==> config.mk <==
export PLATFORM = sky130hd
export DESIGN_NAME = fft4_frame_ctrl_flat
export DESIGN_NICKNAME = d
export VERILOG_FILES = /design/src/rtl/fft4_frame_ctrl_if.sv /design/src/rtl/fft4_frame_ctrl.sv /design/src/flat_wrapper.sv
export SDC_FILE = /design/constraint.sdc
export NUM_CORES = 1
export LEC_CHECK = 0
export ABC_CLOCK_PERIOD_IN_PS = 1700
export BUFFER_PORTS_ARGS = -buffer_cell sky130_fd_sc_hd__clkbuf_2
export CAP_MARGIN = 40
export CORE_ASPECT_RATIO = 1.2
export CORE_MARGIN = 3
export CORE_UTILIZATION = 30
export DETAILED_ROUTE_END_ITERATION = 10
export MAX_ROUTING_LAYER = met4
export PLACE_DENSITY = 0.51
export SKIP_LAST_GASP = 1
export SLEW_MARGIN = 0
export SYNTH_ARGS = -nofsm -noshare
export SYNTH_HDL_FRONTEND = slang
export SYNTH_SLANG_ARGS = --single-unit
==> constraint.sdc <==
create_clock -name clk -period 1.7 [get_ports clk]
set_input_delay 0.425 -clock clk [delete_from_list [all_inputs] [get_ports clk]]
set_output_delay 0.425 -clock clk [all_outputs]
set_load 0.01 [all_outputs]
==> src/rtl/fft4_frame_ctrl_if.sv <==
// Stream and core-bus bundle for the 4-point FFT frame sequencer.
// master = sequencer side, slave = sample source / core / spectrum consumer side.
interface fft4_frame_ctrl_if;
  logic        s_valid;
  logic        s_ready;
  logic [31:0] s_data;
  logic [31:0] fft_vin0;
  logic [31:0] fft_vin1;
  logic [31:0] fft_vin2;
  logic [31:0] fft_vin3;
  logic [35:0] fft_vout0;
  logic [35:0] fft_vout1;
  logic [35:0] fft_vout2;
  logic [35:0] fft_vout3;
  logic        m_valid;
  logic        m_ready;
  logic [35:0] m_data;
  logic        m_last;

  modport master (
    input  s_valid, s_data, fft_vout0, fft_vout1, fft_vout2, fft_vout3, m_ready,
    output s_ready, fft_vin0, fft_vin1, fft_vin2, fft_vin3, m_valid, m_data, m_last
  );

  modport slave (
    output s_valid, s_data, fft_vout0, fft_vout1, fft_vout2, fft_vout3, m_ready,
    input  s_ready, fft_vin0, fft_vin1, fft_vin2, fft_vin3, m_valid, m_data, m_last
  );
endinterface

==> src/rtl/fft4_frame_ctrl.sv <==
// Frame sequencer for the 4-point FFT core: collect 4 samples, wait LATENCY, drain 4 results.
// Optional completed-frame counter port/register enabled by macro FFT4_CTRL_FRAME_CNT_EN.
module fft4_frame_ctrl #(
  parameter int LATENCY = 4
) (
  input  logic              clk,
  input  logic              rstn,
  input  logic              flush,
  fft4_frame_ctrl_if.master bus,
  output logic              busy
`ifdef FFT4_CTRL_FRAME_CNT_EN
  ,
  output logic [15:0]       frame_cnt
`endif
);

  localparam int DATA_W = 32;
  localparam int RES_W  = 36;

  localparam logic [1:0] ST_COLLECT = 2'd0;
  localparam logic [1:0] ST_WAIT    = 2'd1;
  localparam logic [1:0] ST_DRAIN   = 2'd2;

  localparam logic [3:0] WAIT_LOAD = 4'(LATENCY - 1);

  logic [1:0]        state_q, state_d;
  logic [1:0]        in_idx_q, in_idx_d;
  logic [1:0]        out_idx_q, out_idx_d;
  logic [3:0]        wait_cnt_q, wait_cnt_d;
  logic [DATA_W-1:0] ibuf_q [4];
  logic [DATA_W-1:0] ibuf_d [4];
  logic [RES_W-1:0]  obuf_q [4];
  logic [RES_W-1:0]  obuf_d [4];
  logic [15:0]       frame_cnt_q, frame_cnt_d;

  logic s_hs;
  logic m_hs;

  // Every output is decoded from registered state so no input-to-output combinational path exists.
  assign bus.s_ready  = (state_q == ST_COLLECT);
  assign bus.m_valid  = (state_q == ST_DRAIN);
  assign bus.m_last   = (state_q == ST_DRAIN) && (out_idx_q == 2'd3);
  assign bus.m_data   = obuf_q[out_idx_q];
  assign busy         = (state_q == ST_WAIT) || (state_q == ST_DRAIN);

  assign bus.fft_vin0 = ibuf_q[0];
  assign bus.fft_vin1 = ibuf_q[1];
  assign bus.fft_vin2 = ibuf_q[2];
  assign bus.fft_vin3 = ibuf_q[3];

  assign s_hs = bus.s_valid && (state_q == ST_COLLECT);
  assign m_hs = bus.m_ready && (state_q == ST_DRAIN);

  always_comb begin
    state_d     = state_q;
    in_idx_d    = in_idx_q;
    out_idx_d   = out_idx_q;
    wait_cnt_d  = wait_cnt_q;
    ibuf_d      = ibuf_q;
    obuf_d      = obuf_q;
    frame_cnt_d = frame_cnt_q;

    // flush wins over any handshake on the same edge; buffers keep their contents
    if (flush) begin
      state_d   = ST_COLLECT;
      in_idx_d  = 2'd0;
      out_idx_d = 2'd0;
    end else begin
      case (state_q)
        ST_COLLECT: begin
          if (s_hs) begin
            ibuf_d[in_idx_q] = bus.s_data;
            in_idx_d         = in_idx_q + 2'd1;
            if (in_idx_q == 2'd3) begin
              state_d    = ST_WAIT;
              wait_cnt_d = WAIT_LOAD;
            end
          end
        end
        ST_WAIT: begin
          if (wait_cnt_q == 4'd0) begin
            obuf_d[0] = bus.fft_vout0;
            obuf_d[1] = bus.fft_vout1;
            obuf_d[2] = bus.fft_vout2;
            obuf_d[3] = bus.fft_vout3;
            out_idx_d = 2'd0;
            state_d   = ST_DRAIN;
          end else begin
            wait_cnt_d = wait_cnt_q - 4'd1;
          end
        end
        ST_DRAIN: begin
          if (m_hs) begin
            out_idx_d = out_idx_q + 2'd1;
            if (out_idx_q == 2'd3) begin
              state_d     = ST_COLLECT;
              frame_cnt_d = frame_cnt_q + 16'd1;
            end
          end
        end
        default: state_d = ST_COLLECT;
      endcase
    end
  end

  always_ff @(posedge clk or negedge rstn) begin
    if (!rstn) begin
      state_q     <= ST_COLLECT;
      in_idx_q    <= 2'd0;
      out_idx_q   <= 2'd0;
      wait_cnt_q  <= 4'd0;
      frame_cnt_q <= 16'd0;
      for (int i = 0; i < 4; i++) begin
        ibuf_q[i] <= '0;
        obuf_q[i] <= '0;
      end
    end else begin
      state_q     <= state_d;
      in_idx_q    <= in_idx_d;
      out_idx_q   <= out_idx_d;
      wait_cnt_q  <= wait_cnt_d;
      frame_cnt_q <= frame_cnt_d;
      for (int i = 0; i < 4; i++) begin
        ibuf_q[i] <= ibuf_d[i];
        obuf_q[i] <= obuf_d[i];
      end
    end
  end

`ifdef FFT4_CTRL_FRAME_CNT_EN
  assign frame_cnt = frame_cnt_q;
`else
  // Without the counter feature the register has no observer and is left to optimise away.
  logic unused_frame_cnt;
  assign unused_frame_cnt = ^frame_cnt_q;
`endif

endmodule

==> src/flat_wrapper.sv <==
// flat-port wrapper written by rule: the top's interface ports become plain ports
module fft4_frame_ctrl_flat 
#(
  parameter int LATENCY = 4
)
  (clk, rstn, flush, busy, bus_s_valid, bus_s_data, bus_fft_vout0, bus_fft_vout1, bus_fft_vout2, bus_fft_vout3, bus_m_ready, bus_s_ready, bus_fft_vin0, bus_fft_vin1, bus_fft_vin2, bus_fft_vin3, bus_m_valid, bus_m_data, bus_m_last);
  fft4_frame_ctrl_if bus_i ();
  input  logic clk;
  input  logic rstn;
  input  logic flush;
  output logic busy;
  input wire logic [$bits(bus_i.s_valid)-1:0] bus_s_valid;
  input wire logic [$bits(bus_i.s_data)-1:0] bus_s_data;
  input wire logic [$bits(bus_i.fft_vout0)-1:0] bus_fft_vout0;
  input wire logic [$bits(bus_i.fft_vout1)-1:0] bus_fft_vout1;
  input wire logic [$bits(bus_i.fft_vout2)-1:0] bus_fft_vout2;
  input wire logic [$bits(bus_i.fft_vout3)-1:0] bus_fft_vout3;
  input wire logic [$bits(bus_i.m_ready)-1:0] bus_m_ready;
  output wire logic [$bits(bus_i.s_ready)-1:0] bus_s_ready;
  output wire logic [$bits(bus_i.fft_vin0)-1:0] bus_fft_vin0;
  output wire logic [$bits(bus_i.fft_vin1)-1:0] bus_fft_vin1;
  output wire logic [$bits(bus_i.fft_vin2)-1:0] bus_fft_vin2;
  output wire logic [$bits(bus_i.fft_vin3)-1:0] bus_fft_vin3;
  output wire logic [$bits(bus_i.m_valid)-1:0] bus_m_valid;
  output wire logic [$bits(bus_i.m_data)-1:0] bus_m_data;
  output wire logic [$bits(bus_i.m_last)-1:0] bus_m_last;
  assign bus_i.s_valid = bus_s_valid;
  assign bus_i.s_data = bus_s_data;
  assign bus_i.fft_vout0 = bus_fft_vout0;
  assign bus_i.fft_vout1 = bus_fft_vout1;
  assign bus_i.fft_vout2 = bus_fft_vout2;
  assign bus_i.fft_vout3 = bus_fft_vout3;
  assign bus_i.m_ready = bus_m_ready;
  assign bus_s_ready = bus_i.s_ready;
  assign bus_fft_vin0 = bus_i.fft_vin0;
  assign bus_fft_vin1 = bus_i.fft_vin1;
  assign bus_fft_vin2 = bus_i.fft_vin2;
  assign bus_fft_vin3 = bus_i.fft_vin3;
  assign bus_m_valid = bus_i.m_valid;
  assign bus_m_data = bus_i.m_data;
  assign bus_m_last = bus_i.m_last;
  fft4_frame_ctrl #(.LATENCY(LATENCY)) u_core (.clk(clk), .rstn(rstn), .flush(flush), .bus(bus_i), .busy(busy));
endmodule
==> run_results.csv, run 1 <==
group,metric,value,unit
outcome,outcome,"finished, violations left",
outcome,violations,"setup timing",
logic_synthesis,yosysUniqueCellTypes,38,
sta,worst-slew-pin-transition,406,ps
sta,finalCritPeriodShare,138,%
sta,period_needed,2350,ps
grt,use_met2,27.4,%
clock_tree,clock-sinks,282,
pwr,power,0.0256,W
setup_path,critPathArrivalTime,1920,ps
floorplanning,row_count,79,
setup_path,cp_max_fo,5,
grt,grt_pass1_vias,8523,
layout,fillers,3598,
layout,areaGrowthSynthToFinish,48.9,%
floorplanning,die_w,188,um
grt,grt_pass1_wl,52900,um
drt,drt-total-wl,35500,um
pwr,power_leakage,9.28,nW
pwr,pwr-share-seq,39.7,%
clock_tree,cts_tree,"built",
layout,finish.net_count,1347,
clock_tree,cts-root-buf,"clkbuf_16",
logic_synthesis,syn_inst,690,
logic_synthesis,synth_top_flop_cell,"dfrtp_1",
placed_design,numPlacedInstances,1582,
grt,met1_usage,20.1,%
grt,busiest_layer,"met2",
sta,maxSlewHeadroom,72.9,%
layout,final_cells,1702,
sta,setup_violations,318,
drt,viasPerCell,4.57,
logic_synthesis,synth_edf_count,0,
logic_synthesis,syn-num-nets,882,
logic_synthesis,synth_top_area_share,59.5,%
floorplanning,core,0.0389,sq mm
pwr,pwr-share-comb,35.1,%
pwr,powerDensity,1450,mW/mm^2
floorplanning,pin_count,349,
logic_synthesis,synthesis.area,0.0119,sq mm
logic_synthesis,yosys.area.top_type,"dfrtp_1",
placed_design,dp_hpwl,22300,um
sta,max_freq,0.426,GHz
pwr,switching_share,29.2,%
grt,track_usage,16.8,%
grt,grt_max_degree,50,
layout,drive_gt1_share,72.3,%
flow_run,cap_violations,0,
drt,num_vias,7776,
drt,drt_first_pass_iters,4,
setup_path,cp-end-kind,"output port",
logic_synthesis,yosys.cell_count.top_type,"dfrtp_1",
drt,ant_nets,0,
placed_design,finalWeightedCongestion,0.755,
logic_synthesis,synth_common_cells,"282 x dfrtp_1, 214 x mux2_2, 60 x mux2_4",
clock_tree,numCtsBuffers,31,
placed_design,io_buffer_count,348,
pwr,power.share.clock,25.2,%
pwr,peakVddDrop,0.803,mV
grt,antenna_found_initial,1,
sta,timing.final.ws_setup,-647,ps
floorplanning,die_area,0.0420,sq mm
logic_synthesis,synth_seq_cells,282,
logic_synthesis,async_flop_share,100,%
logic_synthesis,synth_area_per_cell,17.2,sq um
logic_synthesis,yosysSeqAreaShare,59.5,%
placed_design,post-place-ws,-145,ps
sta,maxSlewViolCount,0,
floorplanning,start_util,30.5,%
setup_path,rrSetupSlack,-290,ps
setup_path,critPathKind,"register to output port",
pwr,internal_power,0.0181,W
drt,drc,0,
clock_tree,clk_latency,570,ps
grt,use_met3,5.90,%
setup_path,crit_required,1270,ps
sta,skew,18.0,ps
sta,setup_tns,-74650,ps
logic_synthesis,ys_warn_count,0,
sta,rsz0062_at_grt,"yes",
drt,wl_per_cell,20.9,um
setup_path,cp-start-kind,"register",
clock_tree,cts_buffer_depth,3,
sta,hold_violations,0,
drt,drtIter0Drc,264,
pwr,p_sw,0.00750,W
floorplanning,die_y,224,um
clock_tree,cts.clk_slew.worst_paths,60,ps
hold_path,hold_path.class,"input pin to register",
logic_synthesis,synthTopCellsByArea,"dfrtp_1 59%, mux2_2 20%, mux2_4 7.6%, mux4_2 6.8%, ha_1 1.2%",
clock_tree,htreeDepth,1,
grt,grt-ovfl-total,0,
## area by class of cell
type | instances | area, sq um | share of cell area [%]
inverter | 7 | 31.3 | 0.177
multi-input combinational | 364 | 5020 | 28.4
antenna | 1 | 2.50 | 0.0142
clock buffer | 47 | 906 | 5.13
tap | 526 | 658 | 3.73
timing repair buffer | 469 | 3930 | 22.2
clock inverter | 6 | 58.8 | 0.333
sequential | 282 | 7060 | 40.0
## power by group through the flow
stage / Clock, W / Sequential (W) / Combinational, W
floorplan: 0 / 0.0105 / 0.00371
global placement: 0 / 0.0102 / 0.00723
detailed placement: 0 / 0.0102 / 0.00735
CTS: 0.00669 / 0.0101 / 0.00859
global route: 0.00699 / 0.0105 / 0.00963
finish: 0.00646 / 0.0102 / 0.00900
## logic make-up after synthesis
family,synth area share (%)
buffers and inverters,2.07
adder cells (fa/ha/maj),1.16
AO/OA/AOI/OAI,0.896
AND/OR/NAND/NOR,1.34
XOR/XNOR,0.0738
multiplexers,35.0
flip-flops,59.5
## repair_timing
| action | 4_1_cts | 5_1_grt |
|---|---|---|
| cloned | 31 | 7 |
| hold buffers | 1 | 0 |
| setup buffers | 36 | 13 |
| endpoints found under the setup margin | 282 | 319 |
| pin swaps | 10 | 7 |
| gates resized for setup | 135 | 97 |
| hold endpoints to repair | 26 | 0 |
## critical path, stage by stage, from the launching register on
cell	delay, ps
dfrtp_2	390
buf_12	150
clkbuf_16	170
mux4_2	500
clkbuf_2	150
## per-layer routing
layer	vias up	part of all wire [%]
met3	40	9.1
met5	-	0
met1	3971	41
met4	0	1.8
li1	3473	-
met2	292	49
## final timing paths
kind	startpoint	end	depth (start not counted)
min in group asynchronous	rstn	u_core.bus.fft_vin0[15]	2
worst min register to register	u_core.obuf_q[54]	u_core.obuf_q[54]	1
worst max-delay path	u_core.out_idx_q[0]	bus_m_data[11]	4
worst max register to register	u_core.state_q[0]	u_core.bus.fft_vin1[6]	10
max in group asynchronous	rstn	u_core.bus.fft_vin3[7]	3
worst min-delay path	bus_fft_vout2[3]	u_core.obuf_q[39]	2
## placed cells by master, fill, tap and decap left out, types with 3 or more instances in the layout
master,count
mux2_2,138
clkbuf_2,333
ha_4,5
inv_1,3
a22o_1,3
buf_12,41
clkbuf_1,9
buf_4,26
ha_1,6
buf_8,18
buf_16,19
nand2_1,4
clkinv_2,4
buf_6,21
dfrtp_1,280
clkbuf_8,9
mux2_4,136
clkbuf_16,38
mux4_2,36
## flip-flops by register name, summed over array words and instances, names as in the netlist
signal,flops
u_core.obuf_q,144
u_core.wait_cnt_q,4
u_core.bus.fft_vin3,32
u_core.bus.fft_vin0,32
u_core.bus.fft_vin1,32
u_core.in_idx_q,2
u_core.state_q,2
u_core.bus.fft_vin2,32
u_core.out_idx_q,2
## per-stage QoR
| stage | hold WS, ps | cell area, sq um | utilization (%) |
|---|---|---|---|
| after floorplan | 129 | 12000 | - |
| after detailed placement | 364 | 14800 | 37.9 |
| after CTS | 40.4 | 17500 | 45.0 |
| after global placement | 366 | 14800 | 37.9 |
| after global routing | 48.1 | 17700 | 45.4 |
| final | 86.1 | 17700 | 45.4 |
No activity file was read; power rests on OpenSTA's default activity.
==> run 2, diff against run 1 <==
- ABC_CLOCK_PERIOD_IN_PS: 1700 -> 2700
- PLACE_DENSITY: 0.51 -> 0.49
- clock period: 1.7 -> 2.7 ns (I/O delays scaled with it)
==> run_results.csv, run 2 (synthesis gave the netlist of run 1 again) <==
group,metric,value,unit
outcome,outcome,"complete, no violations",
grt,track_usage,14.7,%
drt,num_vias,7155,
setup_path,slowest_stage,"mux4_2",
clock_tree,cts.clk_slew.worst_paths,50,ps
sta,worst-slew-pin-transition,494,ps
clock_tree,postCtsResizedCells,0,
pwr,power_leakage,8.07,nW
placed_design,finalWeightedCongestion,0.737,
grt,grt_max_degree,53,
sta,max_freq,0.391,GHz
sta,timing.final.ws_setup,140,ps
sta,hold_violations,0,
drt,drc,0,
pwr,powerDensity,984,mW/mm^2
drt,drt_first_pass_iters,4,
setup_path,cp-end-kind,"output port",
setup_path,crit_required,2030,ps
placed_design,dp_hpwl,21400,um
setup_path,critPathLaunch,"u_core.out_idx_q[0]",
floorplanning,die_w,188,um
drt,drtIter0Drc,260,
layout,seq_area,0.00706,sq mm
floorplanning,core,0.0389,sq mm
layout,regMostFlops,"u_core.obuf_q",
setup_path,r2r-end,"u_core.obuf_q[122]",
clock_tree,htreeDepth,2,
pwr,peakVddDrop,0.497,mV
drt,drt-total-wl,29700,um
clock_tree,ctsHoldBuffers,0,
sta,maxSlewViolCount,0,
sta,rsz0062_at_grt,"no",
drt,ant_nets,0,
setup_path,rr_startpoint,"u_core.state_q[1]",
setup_path,cp_max_fo,27,
layout,finish.net_count,1252,
setup_path,rrSetupSlack,440,ps
setup_path,critPathArrivalTime,1890,ps
layout,drive_gt1_share,68.1,%
flow_run,cap_violations,0,
setup_path,crit_path_max_incr_delay,570,ps
clock_tree,cts_setup_buffers,0,
sta,setup_violations,0,
clock_tree,numCtsBuffers,34,
setup_path,cp.depth,3,
setup_path,cp-start-kind,"register",
grt,antenna_found_initial,3,
sta,period_needed,2560,ps
layout,largest_register_ffs,144,
floorplanning,row_count,79,
drt,viasPerCell,4.44,
grt,grt_pass1_wl,47600,um
clock_tree,clock-sinks,282,
layout,layout_common_cells,"347 x clkbuf_2, 280 x dfrtp_1, 214 x mux2_2",
setup_path,ff2ff_path_depth,6,
sta,finalCritPeriodShare,94.8,%
sta,setup_tns,0,ps
setup_path,crit_buf_inv,2,
setup_path,endpoint,"bus_m_data[34]",
setup_path,critPathKind,"register to output port",
floorplanning,pin_count,349,
grt,grt-ovfl-total,0,
sta,maxSlewHeadroom,67.1,%
placed_design,io_buffer_count,348,
grt,grt_pass1_vias,8102,
clock_tree,cts_buffer_depth,3,
layout,fillers,3759,
floorplanning,start_util,30.5,%
layout,final_common_cell,"clkbuf_2",
clock_tree,cts_tree,"built",
clock_tree,cts-root-buf,"clkbuf_16",
hold_path,hold_path.class,"input pin to async pin",
layout,areaGrowthSynthToFinish,31.2,%
layout,multiInputGateArea,0.00458,sq mm
setup_path,cp_top_family,"multiplexers",
floorplanning,die_y,224,um
placed_design,post-place-ws,413,ps
floorplanning,die_area,0.0420,sq mm
sta,skew,14.8,ps
setup_path,crit_chain,"buf_12, mux4_2, clkbuf_2",
drt,wl_per_cell,18.4,um
clock_tree,clk_latency,510,ps
==> run 2: cell types whose count changed in the layout (fill, tap and decap cells not counted), sizes merged <==
| cell | change |
|---|---|
| dlygate4sd3 | -1 |
| diode | +2 |
| bufinv | +2 |
| clkbuf | +10 |
| buf | -102 |
| inv | -1 |
==> run 2: through the flow <==
| step | hold WS (ps) | area (sq um) | instances | total power (W) | utilization [%] |
|---|---|---|---|---|---|
| 4_1_cts | 104 | 15600 | 1609 | 0.0156 | 40.0 |
| 2_1_floorplan | 379 | 11900 | 690 | 0.00889 | - |
| 5_1_grt | 119 | 15600 | 1612 | 0.0163 | 40.0 |
| 3_3_place_gp | 482 | 14400 | 1550 | 0.0107 | 37.0 |
| 3_5_place_dp | 487 | 14400 | 1550 | 0.0108 | 37.0 |
| 6_report | 109 | 15600 | 1612 | 0.0153 | 40.0 |
==> run 2: final cells by class <==
type                    instances  share of cell area (%)
repair buffers                371                    13.4
clock inverters                 7                   0.707
well taps                     526                    4.23
clock buffers                  52                    6.69
inverters                       7                   0.169
multi-input cells             364                    29.4
flip-flops and latches        282                    45.3
diodes                          3                  0.0482
==> run 2: power by group <==
group,internal (W),switching [W]
combinational,0.00240,0.00189
clock,0.00294,0.00173
sequential,0.00563,0.000737
total,0.0110,0.00436
==> run 2: per-layer routing <==
metal / global-route usage (%) / share of wire [%]
met5: - / 0
met4: 3.61 / 1.8
met3: 6.25 / 10
met2: 22.9 / 46
met1: 17.9 / 42
==> run 2: how the worst min path moves through the flow <==
stage                                         to  slack (ps)  cells after the start
final                     u_core.bus.fft_vin2[6]         110                      1
after global routing      u_core.bus.fft_vin2[6]         120                      1
after global placement          u_core.obuf_q[8]         480                      1
after CTS                 u_core.bus.fft_vin1[5]         100                      1
after detailed placement       u_core.obuf_q[57]         490                      1
after floorplan           u_core.bus.fft_vin0[0]         380                      0
==> run 2: worst register-to-register path: stages (launching register included) <==
cell and delay (ps):
dfrtp_1 380, inv_1 120, ha_1 300, nor2b_1 410, nand2_8 290, buf_4 340, mux2_4 320
==> run 3, diff against run 2 <==
- MAX_ROUTING_LAYER: met4 -> default
==> run_results.csv, run 3 (synthesis gave the netlist of run 1 again) <==
group,metric,value,unit
grt,grt_pass1_wl,47800,um
setup_path,critPathArrivalTime,1890,ps
floorplanning,core,0.0389,sq mm
drt,drt-total-wl,29700,um
drt,drt_first_pass_iters,4,
setup_path,crit_required,2030,ps
sta,finalCritPeriodShare,94.9,%
setup_path,critPathLaunch,"u_core.out_idx_q[0]",
clock_tree,postCtsResizedCells,0,
setup_path,cp_max_fo,27,
layout,diodes,0,
clock_tree,cts.clk_slew.worst_paths,50,ps
sta,maxSlewHeadroom,67.1,%
pwr,power,0.0153,W
layout,drive_gt1_share,68.1,%
clock_tree,cts_buffer_depth,3,
setup_path,cp-start-kind,"register",
layout,layout_common_cells,"347 x clkbuf_2, 280 x dfrtp_1, 214 x mux2_2",
pwr,powerDensity,985,mW/mm^2
clock_tree,cts_tree,"built",
grt,grt_max_degree,53,
outcome,outcome,"complete, no violations",
drt,num_vias,7141,
clock_tree,clk_latency,510,ps
drt,drtIter0Drc,234,
grt,track_usage,14.3,%
layout,areaGrowthSynthToFinish,31.2,%
pwr,internal_power,0.0110,W
placed_design,dp_hpwl,21400,um
drt,viasPerCell,4.44,
placed_design,io_buffer_count,348,
floorplanning,die_y,224,um
clock_tree,cts_setup_buffers,0,
floorplanning,pin_count,349,
sta,holdWs,111,ps
drt,wl_per_cell,18.5,um
setup_path,endpoint,"bus_m_data[34]",
clock_tree,cts-root-buf,"clkbuf_16",
layout,final_cells,1609,
pwr,power.share.clock,30.5,%
grt,antenna_found_initial,3,
setup_path,rrSetupSlack,440,ps
placed_design,finalWeightedCongestion,0.728,
sta,setup_violations,0,
setup_path,r2r-end,"u_core.obuf_q[122]",
sta,max_freq,0.390,GHz
sta,setup_tns,0,ps
setup_path,rr_startpoint,"u_core.state_q[1]",
floorplanning,die_area,0.0420,sq mm
floorplanning,start_util,30.5,%
sta,hold_violations,0,
pwr,peakVddDrop,0.497,mV
pwr,switching_share,28.5,%
floorplanning,row_count,79,
setup_path,ff2ff_path_depth,6,
drt,drc,0,
pwr,pwr-share-seq,41.6,%
sta,skew,14.6,ps
layout,regMostFlops,"u_core.obuf_q",
pwr,p_sw,0.00436,W
floorplanning,die_w,188,um
clock_tree,ctsHoldBuffers,0,
hold_path,hold_path.class,"input pin to async pin",
sta,rsz0062_at_grt,"no",
setup_path,critPathKind,"register to output port",
drt,ant_nets,0,
sta,period_needed,2560,ps
layout,largest_register_ffs,144,
pwr,power_leakage,8.07,nW
grt,grt_pass1_vias,8065,
sta,worst-slew-pin-transition,494,ps
sta,maxSlewViolCount,0,
layout,final_common_cell,"clkbuf_2",
grt,grt-ovfl-total,0,
layout,finish.net_count,1252,
placed_design,numPlacedInstances,1550,
flow_run,cap_violations,0,
setup_path,cp-end-kind,"output port",
pwr,pwr-share-comb,27.9,%
clock_tree,htreeDepth,2,
clock_tree,numCtsBuffers,34,
clock_tree,clock-sinks,282,
-- run 3: how the worst min path moves through the flow --
stage / endpoint / slack (ps) / cells after the start
floorplan: u_core.bus.fft_vin0[0] / 380 / 0
detailed placement: u_core.obuf_q[57] / 490 / 1
CTS: u_core.bus.fft_vin1[5] / 100 / 1
finish: u_core.bus.fft_vin2[6] / 110 / 1
global placement: u_core.obuf_q[8] / 480 / 1
global route: u_core.bus.fft_vin2[6] / 120 / 1
-- run 3: area by class of cell --
| type | instances | area, sq um |
|---|---|---|
| inverter | 7 | 26.3 |
| multi-input combinational | 364 | 4580 |
| tap | 526 | 658 |
| timing repair buffer | 371 | 2090 |
| sequential | 282 | 7060 |
| clock buffer | 52 | 1040 |
| fill | 3757 | 23400 |
| clock inverter | 7 | 110 |
-- run 3: power groups by stage --
stage                     clock network, W  registers, W  logic, W
after detailed placement                 0       0.00644   0.00439
final                              0.00468       0.00637   0.00428
after floorplan                          0       0.00664   0.00226
after CTS                          0.00485       0.00638   0.00439
after global placement                   0       0.00642   0.00433
after global routing               0.00503       0.00656   0.00468
-- run 3: metal layers --
layer	up-vias	routed length [um]	GRT usage (%)
met4	6	501	3.61
met1	3558	12400	17.7
li1	3254	-	-
met5	-	28	0
met2	274	13600	22.8
met3	49	3210	6.53
-- run 3: metrics by stage --
stage	worst slack, ps	util, %	area (sq um)
6_report	137	40.0	15600
2_1_floorplan	557	-	11900
5_1_grt	29.3	40.0	15600
3_5_place_dp	413	37.0	14400
3_3_place_gp	450	37.0	14400
4_1_cts	65.2	40.0	15600
-- run 3: worst max-delay path: stages (launching register included) --
cell and delay, ps:
dfrtp_2 380, buf_12 250, mux4_2 570, clkbuf_2 150
